[config.mk]
export PLATFORM = sky130hd
export DESIGN_NAME = tile_fetch_ctrl
export DESIGN_NICKNAME = d
export VERILOG_FILES = /design/src/rtl/tile_fetch_ctrl.sv
export SDC_FILE = /design/constraint.sdc
export NUM_CORES = 1
export LEC_CHECK = 0
export CAP_MARGIN = 25
export CORE_ASPECT_RATIO = 1.75
export CORE_MARGIN = 2
export CORE_UTILIZATION = 57
export DETAILED_ROUTE_END_ITERATION = 8
export DONT_BUFFER_PORTS = 1
export PLACE_DENSITY = 0.84
export SLEW_MARGIN = 20
export SYNTH_ARGS = -nofsm -noshare
export SYNTH_HDL_FRONTEND = slang
export SYNTH_SLANG_ARGS = --single-unit
[constraint.sdc]
create_clock -name i_clk -period 3.3 [get_ports i_clk]
set_clock_uncertainty 0.2 [all_clocks]
set_input_delay 0.825 -clock i_clk [delete_from_list [all_inputs] [get_ports i_clk]]
set_output_delay 0.825 -clock i_clk [all_outputs]
set_load 0.005 [all_outputs]
[src/rtl/tile_fetch_ctrl.sv]
// tile_fetch_ctrl: walks a frame in 8x8 tiles, reads each tile's 64 pixels
// from pixel memory in tile-internal row-major order, and streams them to an
// 8x8 tile buffer through a 4-entry output FIFO. After each tile it waits for
// the buffer's done pulse before moving on to the next tile.
//
// Optional feature: define TILE_FETCH_PERF_EN to build a saturating frame
// cycle counter reported on o_frame_cycles. Without it, o_frame_cycles is 0.
//
// state       | meaning
// ------------+--------------------------------------------------------------
// S_IDLE      | waiting for i_start
// S_FETCH     | issuing the current tile's 64 reads, FIFO space permitting
// S_DRAIN     | all reads issued; waiting for the tile's 64th beat to leave
// S_WAIT_INTR | tile delivered; waiting for i_buf_intr to advance
// S_DONE      | one-cycle frame-done pulse, tile indices cleared
module tile_fetch_ctrl #(
    parameter int IMG_W  = 64,
    parameter int IMG_H  = 64,
    parameter int ADDR_W = 12
) (
    input  logic              i_clk,
    input  logic              i_rst,
    input  logic              i_start,
    output logic [ADDR_W-1:0] o_mem_addr,
    output logic              o_mem_rd_en,
    input  logic [31:0]       i_mem_rdata,
    output logic [31:0]       m_axis_data,
    output logic              m_axis_valid,
    input  logic              m_axis_ready,
    input  logic              i_buf_intr,
    output logic              o_busy,
    output logic [7:0]        o_tile_x,
    output logic [7:0]        o_tile_y,
    output logic              o_frame_done,
    output logic [31:0]       o_frame_cycles
);

    typedef enum logic [2:0] {
        S_IDLE,
        S_FETCH,
        S_DRAIN,
        S_WAIT_INTR,
        S_DONE
    } state_t;

    localparam logic [7:0] TX_LAST = 8'(IMG_W / 8 - 1);
    localparam logic [7:0] TY_LAST = 8'(IMG_H / 8 - 1);

    state_t            state_q;
    logic [7:0]        tile_x_q;
    logic [7:0]        tile_y_q;
    logic [5:0]        rd_idx_q;
    logic [5:0]        beat_cnt_q;
    logic [ADDR_W-1:0] mem_addr_q;
    logic              mem_rd_en_q;
    logic              busy_q;
    logic              frame_done_q;

    logic              rd_vld_q;
    logic [31:0]       fifo_mem_q [4];
    logic [1:0]        wr_ptr_q;
    logic [1:0]        rd_ptr_q;
    logic [2:0]        fifo_cnt_q;

    logic              beat_fire;
    logic              last_beat;
    logic [2:0]        outstanding;
    logic              can_issue;
    logic              tile_last_x;
    logic              last_tile;
    logic [7:0]        next_tile_x;
    logic [7:0]        next_tile_y;
    logic              advance;

    // Pixel address of read idx (r = idx/8, c = idx%8) inside tile (tx, ty).
    // {ty, r} is 8*ty + r and {tx, c} is 8*tx + c.
    function automatic logic [ADDR_W-1:0] pix_addr(input logic [7:0] tx,
                                                   input logic [7:0] ty,
                                                   input logic [5:0] idx);
        logic [ADDR_W-1:0] row;
        logic [ADDR_W-1:0] col;
        row = ADDR_W'({ty, idx[5:3]});
        col = ADDR_W'({tx, idx[2:0]});
        return row * ADDR_W'(IMG_W) + col;
    endfunction

    assign m_axis_valid = (fifo_cnt_q != 3'd0);
    assign m_axis_data  = fifo_mem_q[rd_ptr_q];
    assign beat_fire    = m_axis_valid && m_axis_ready;
    assign last_beat    = beat_fire && (beat_cnt_q == 6'd63);

    // Entries already held, plus the read returning this cycle, plus the read
    // issued this cycle: a new read may go out only if all fit in the FIFO.
    assign outstanding  = fifo_cnt_q + {2'b00, mem_rd_en_q} + {2'b00, rd_vld_q};
    assign can_issue    = (outstanding < 3'd4);

    assign tile_last_x  = (tile_x_q == TX_LAST);
    assign last_tile    = tile_last_x && (tile_y_q == TY_LAST);
    assign next_tile_x  = tile_last_x ? 8'd0 : tile_x_q + 8'd1;
    assign next_tile_y  = tile_last_x ? tile_y_q + 8'd1 : tile_y_q;

    // A done pulse landing on the same cycle as the tile's last beat counts.
    assign advance      = i_buf_intr &&
                          ((state_q == S_WAIT_INTR) ||
                           ((state_q == S_DRAIN) && last_beat));

    assign o_mem_addr   = mem_addr_q;
    assign o_mem_rd_en  = mem_rd_en_q;
    assign o_busy       = busy_q;
    assign o_tile_x     = tile_x_q;
    assign o_tile_y     = tile_y_q;
    assign o_frame_done = frame_done_q;

    // Sequencing FSM: read issue, beat counting, tile advance, frame done.
    // The first read of a tile goes out on the edge that enters FETCH, so the
    // first beat is at the FIFO head two cycles later.
    always_ff @(posedge i_clk) begin
        if (!i_rst) begin
            state_q      <= S_IDLE;
            tile_x_q     <= 8'd0;
            tile_y_q     <= 8'd0;
            rd_idx_q     <= 6'd0;
            beat_cnt_q   <= 6'd0;
            mem_addr_q   <= '0;
            mem_rd_en_q  <= 1'b0;
            busy_q       <= 1'b0;
            frame_done_q <= 1'b0;
        end else begin
            mem_rd_en_q  <= 1'b0;
            frame_done_q <= 1'b0;
            if (beat_fire) begin
                beat_cnt_q <= beat_cnt_q + 6'd1;
            end

            case (state_q)
                S_IDLE: begin
                    if (i_start) begin
                        state_q     <= S_FETCH;
                        busy_q      <= 1'b1;
                        beat_cnt_q  <= 6'd0;
                        mem_rd_en_q <= 1'b1;
                        mem_addr_q  <= pix_addr(tile_x_q, tile_y_q, 6'd0);
                        rd_idx_q    <= 6'd1;
                    end
                end
                S_FETCH: begin
                    if (can_issue) begin
                        mem_rd_en_q <= 1'b1;
                        mem_addr_q  <= pix_addr(tile_x_q, tile_y_q, rd_idx_q);
                        rd_idx_q    <= rd_idx_q + 6'd1;
                        if (rd_idx_q == 6'd63) begin
                            state_q <= S_DRAIN;
                        end
                    end
                end
                S_DRAIN: begin
                    if (last_beat && !i_buf_intr) begin
                        state_q <= S_WAIT_INTR;
                    end
                end
                S_WAIT_INTR: begin
                end
                S_DONE: begin
                    state_q <= S_IDLE;
                    busy_q  <= 1'b0;
                end
                default: begin
                    state_q <= S_IDLE;
                    busy_q  <= 1'b0;
                end
            endcase

            if (advance) begin
                if (last_tile) begin
                    state_q      <= S_DONE;
                    tile_x_q     <= 8'd0;
                    tile_y_q     <= 8'd0;
                    frame_done_q <= 1'b1;
                end else begin
                    state_q     <= S_FETCH;
                    tile_x_q    <= next_tile_x;
                    tile_y_q    <= next_tile_y;
                    mem_rd_en_q <= 1'b1;
                    mem_addr_q  <= pix_addr(next_tile_x, next_tile_y, 6'd0);
                    rd_idx_q    <= 6'd1;
                end
            end
        end
    end

    // Output FIFO: captures read data one cycle after each strobe, pops on
    // handshake. Reset drops both the FIFO and any read still in flight.
    always_ff @(posedge i_clk) begin
        if (!i_rst) begin
            rd_vld_q   <= 1'b0;
            wr_ptr_q   <= 2'd0;
            rd_ptr_q   <= 2'd0;
            fifo_cnt_q <= 3'd0;
            for (int i = 0; i < 4; i++) begin
                fifo_mem_q[i] <= 32'd0;
            end
        end else begin
            rd_vld_q <= mem_rd_en_q;
            if (rd_vld_q) begin
                fifo_mem_q[wr_ptr_q] <= i_mem_rdata;
                wr_ptr_q             <= wr_ptr_q + 2'd1;
            end
            if (beat_fire) begin
                rd_ptr_q <= rd_ptr_q + 2'd1;
            end
            case ({rd_vld_q, beat_fire})
                2'b10:   fifo_cnt_q <= fifo_cnt_q + 3'd1;
                2'b01:   fifo_cnt_q <= fifo_cnt_q - 3'd1;
                default: fifo_cnt_q <= fifo_cnt_q;
            endcase
        end
    end

`ifdef TILE_FETCH_PERF_EN
    logic [31:0] perf_cnt_q;
    logic [31:0] frame_cycles_q;

    // Frame cycle counter: cleared when a start is accepted, counts every
    // busy cycle (saturating), latched into the report during DONE.
    always_ff @(posedge i_clk) begin
        if (!i_rst) begin
            perf_cnt_q     <= 32'd0;
            frame_cycles_q <= 32'd0;
        end else begin
            if (state_q == S_IDLE) begin
                if (i_start) begin
                    perf_cnt_q <= 32'd0;
                end
            end else if (perf_cnt_q != 32'hFFFF_FFFF) begin
                perf_cnt_q <= perf_cnt_q + 32'd1;
            end
            if (state_q == S_DONE) begin
                frame_cycles_q <= perf_cnt_q;
            end
        end
    end

    assign o_frame_cycles = frame_cycles_q;
`else
    assign o_frame_cycles = 32'd0;
`endif

endmodule

**After elaboration in Yosys (flattened, before gate mapping)**

Memory sizes are Yosys's and may differ from the RTL's. A register that Yosys moved wholly into a read port is not among the register bits.
Index checks and enable logic that the tools add are counted.

- Output and inout port bits: 96
- Memories: 1
- Register bits after elaboration: 54
- Word-level logic and storage cells: 105
- RAM bits: 128
- Bits of input ports: 37

Memory list:

| memory | depth | bits a word | read ports | clocked after Yosys merged registers in | wr ports | line | RTL |
|---|---|---|---|---|---|---|---|
| fifo_mem_q | 4 | 32 | 1 | 1 | 4 | 60 | `logic [31:0] fifo_mem_q [4];` |

- Equality and inequality tests: 15
- Reduce and logical (&&, ||, !) cells: 18
- Add/sub/neg operators: 13
- Order comparisons: 1
- Bitwise operators: 1
- Muxes and demuxes: 42

Operator list:

| kind | count |
|---|---|
| 2-to-1 mux 12 bit | 4 |
| 2-to-1 mux 6 bit | 7 |
| adder 12 x 11 -> 12 bit | 3 |
| 2-to-1 mux 32 bit | 1 |
| 2-to-1 mux 8 bit | 4 |
| OR reduction 32 bit | 1 |
| one-hot mux 12 bit (2 select lines) | 1 |
| 2-to-1 mux 3 bit | 6 |
| adder 8 x 1 -> 8 bit (second input constant) | 2 |
| equality test 8 x 3 -> 1 bit (second input constant) | 2 |
| adder 6 x 1 -> 6 bit (second input constant) | 2 |
| equality test 6 bit (second input constant) | 2 |
| one-hot mux 3 bit (4 select lines) | 1 |
| one-hot mux 6 bit (2 select lines) | 1 |
| 2-to-1 mux 1 bit | 11 |
| inequality test 3 bit (second input constant) | 3 |
| adder 3 x 1 -> 3 bit | 2 |
| equality test 3 x 2 -> 1 bit (second input constant) | 2 |
| logical AND 1 bit | 6 |
| 2-to-1 mux 2 bit | 3 |
| one-hot mux 3 bit (2 select lines) | 1 |
| AND reduction 2 bit | 3 |
| AND reduction 5 bit | 1 |
| adder 2 x 1 -> 2 bit (second input constant) | 2 |
| 16 further kinds | 19 |

**Depth between registers and ports, before layout**

- Depth in word-level cells: 8
- Mapped depth: 11
- Depth with buffers taken out: 10

**Worst setup path before layout**

No wires, ideal clock.

- Kind: register to register
- From: register rd_vld_q
- To: memory fifo_mem_q[1][0], enable pin
- Setup time: 466 ps
- Stages on the path, launching flop included: 4
- Slack: -339 ps
- Buffers on the path: 1
- Clock period less this slack: 3639 ps
- Data arrival time: 2974 ps
- Required time: 2634 ps
- Cells stage by stage: dfxtp_1 -> clkbuf_1 -> nand2_1 -> o21ai_0

RTL lines:

| element | line | RTL |
|---|---|---|
| start, declared | 59 | `logic rd_vld_q;` |
| start signal, assigned | 203 | `rd_vld_q <= mem_rd_en_q;` |
| end, declared | 60 |  |

==> qor.csv <==
metric,value,unit
ant_nets,0,
io_buffer_count,0,
setup_violations,0,
power.total,5.39,mW
ys.flop_type,edfxtp_1,
hold_violations,0,
synthCells,700,
clock_sinks,184,
antenna_found_initial,0,
syn_area,8720,µm²
n_fill_cell,1095,
hp-class,register to register,
synthArstFlopShare,0,%
fp-row-count,59,
syn_area_per_cell,12.5,µm²
insertion_delay,0.42,ns
crit_family,flip-flops,
diodes,0,
dieArea,16300,µm²
grt_max_degree,49,
cts_max_path_buffers,2,
holdPathStages,2,
dpl.cell_count,863,
synthDistinctLibCells,61,
vdd_drop_max,0.428,mV
gp_congestion,0.945,
drt_wl_total,19100,µm
critPathMaxFanout,22,
worstSetupPathType,register to output pin,
slowest_stage,dfxtp_2,
critPathBufInv,1,
critPathCaptureType,output pin,
crit_chain,buf_12 > mux4_2,
wl_per_cell,21.3,µm
yosysWarnings,0,
layout_setup_ws,0.398,ns
synth-edff-count,128,
drive_gt1_share,14.7,%
drc_errors,0,
htree_levels,4,
grt_overflow,0,
r2r_cells,9,
dieHeight,168,µm
cts_tree,done,
firstDrtPassIters,5,
layout.cells.non_filler,895,
synth-seq-area-share,56.9,%
power_density,571,nW/µm²
vias,5422,
r2r-start,o_tile_x[7],
fin_hold_ws,0.290,ns
ctsHoldBuffers,0,
crit_required,2.27,ns
min_to,o_mem_addr[3],
grt_pass1_wl,29900,µm
fin_nets,752,
cp_slowest_stage_delay,0.60,ns
min_from,o_mem_addr[3],
cts_root_buf,clkbuf_16,
cp-start-kind,register,
outcome,completed,
drv_cap,0,
slew_violations,0,
core,14900,µm²
drt_iter0_drc,326,
track_usage,23.7,%
min_period_over_period,87.9,%
dp_hpwl,13000,µm
tightestPinTransition,0.537,ns
leakagePower,3.60,nW
post_drt_via_cell_ratio,6.06,
clock.fmax,345,MHz
grt_pass1_vias,5754,
cp.arrival,1.88,ns
rsz0062_at_grt,false,
boundaryPins,133,
die_x,97.5,µm
synth_seq_cells,184,
fin_crit,2.90,ns
rrSetupSlack,0.62,ns
setup-tns-final,0,ns
initial_core_util,58.5,%
ctsResizeCount,0,
dp_slack,0.619,ns
post_cts_buffers,0,
area_growth,8.09,%
worstReg2RegEnd,o_mem_addr[11],
cts_made_buffers,17,
path_clk_slew,0.07,ns
slew_headroom,64.1,%
## through the flow
stage	util (%)	instance area [µm²]
3_3_place_gp	59.3	8850
2_1_floorplan	-	8840
5_1_grt	63.2	9430
4_1_cts	63.2	9430
3_5_place_dp	59.3	8850
6_report	63.2	9430
## worst register-to-register path, delay by kind of cell, from the launching register on
family | cells | cell delay (ns)
flip-flops | 1 | 0.39
XOR/XNOR | 2 | 0.25
AND/OR/NAND/NOR | 3 | 0.93
AO/OA/AOI/OAI | 2 | 0.22
adder cells (fa/ha/maj) | 2 | 0.60
## how the worst max path moves through the flow
stage,to,startpoint,cells past startpoint
finish,m_axis_data[13],register,2
global route,m_axis_data[13],register,2
CTS,m_axis_data[13],register,2
detailed placement,o_mem_addr[11],o_tile_x[7],9
global placement,o_mem_addr[11],o_tile_x[7],9
floorplan,fifo_mem_q[1][0],i_rst,3
## cell usage after synthesis (7+ instances only)
library cell	instances	area, µm²
clkbuf_1	26	97.6
xnor2_1	8	70.1
nand2_1	38	143
xor2_1	17	149
and3_1	38	238
ha_1	12	150
and2_1	97	607
nand3_1	25	125
a21oi_1	30	150
edfxtp_1	128	3840
a31oi_1	7	43.8
inv_1	13	48.8
nor2_1	36	135
o21ai_0	16	80.1
dfxtp_1	56	1120
mux4_2	32	721
buf_4	34	255
## routing by layer
layer / vias up / global-route usage [%] / wire length (µm)
met1: 2680 / 23.0 / 6180
met4: 0 / 13.2 / 792
met2: 235 / 44.6 / 10700
li1: 2465 / - / -
met5: - / 0 / 0
met3: 42 / 6.34 / 1340
## area by class of cell
type	instances	area [µm²]	share of cell area, %
Timing Repair Buffer	18	148	1.57
Multi-Input combinational cell	465	3460	36.7
Clock inverter	14	151	1.61
Clock buffer	18	429	4.55
Inverter	13	48.8	0.518
Sequential cell	184	4970	52.7
Tap cell	183	229	2.43
## cells by family (layout without fill, tap and decap cells)
group / after synthesis / after routing / synth area share, %
other: 1 / 32 / 0.0430
xor gates and xnor gates: 25 / 25 / 2.51
DFF: 184 / 184 / 56.9
muxes: 35 / 35 / 8.65
adders and majority gates: 16 / 16 / 2.64
AOI/OAI and AO/OA: 81 / 81 / 6.12
and+or+nand+nor: 276 / 276 / 18.0
buffers and inverters: 82 / 63 / 5.15
## power breakdown
| group | total (mW) | leakage [nW] | internal (mW) | switching [mW] |
|---|---|---|---|---|
| Sequential | 2.70 | 1.78 | 2.59 | 0.108 |
| Combinational | 0.731 | 1.54 | 0.341 | 0.389 |
| Clock | 1.96 | 0.282 | 1.02 | 0.941 |
| Total | 5.39 | 3.60 | 3.95 | 1.44 |
## sequential cells by signal, indices dropped and copies added (netlist names), named ones only
register      flops
rd_ptr_q          2
o_busy            1
o_tile_y          8
fifo_mem_q      128
o_frame_done      1
o_mem_rd_en       1
beat_cnt_q        6
o_mem_addr       12
rd_idx_q          6
wr_ptr_q          2
fifo_cnt_q        3
rd_vld_q          1
state_q           3
o_tile_x          8
## placed cells by master, fill, tap and decap left out, types with 5 or more instances in the layout
cell,count
edfxtp_1,128
and2_1,97
dfxtp_1,55
nand2_1,38
and3_1,38
nor2_1,36
mux4_2,32
conb_1,32
a21oi_1,30
nand3_1,25
xor2_1,17
clkbuf_16,17
buf_4,17
o21ai_0,15
inv_1,13
ha_1,12
xnor2_1,8
a31oi_1,7
a22oi_1,6
inv_8,6
or3_1,5
nor3_1,5
(Power assumes the default switching activity.)
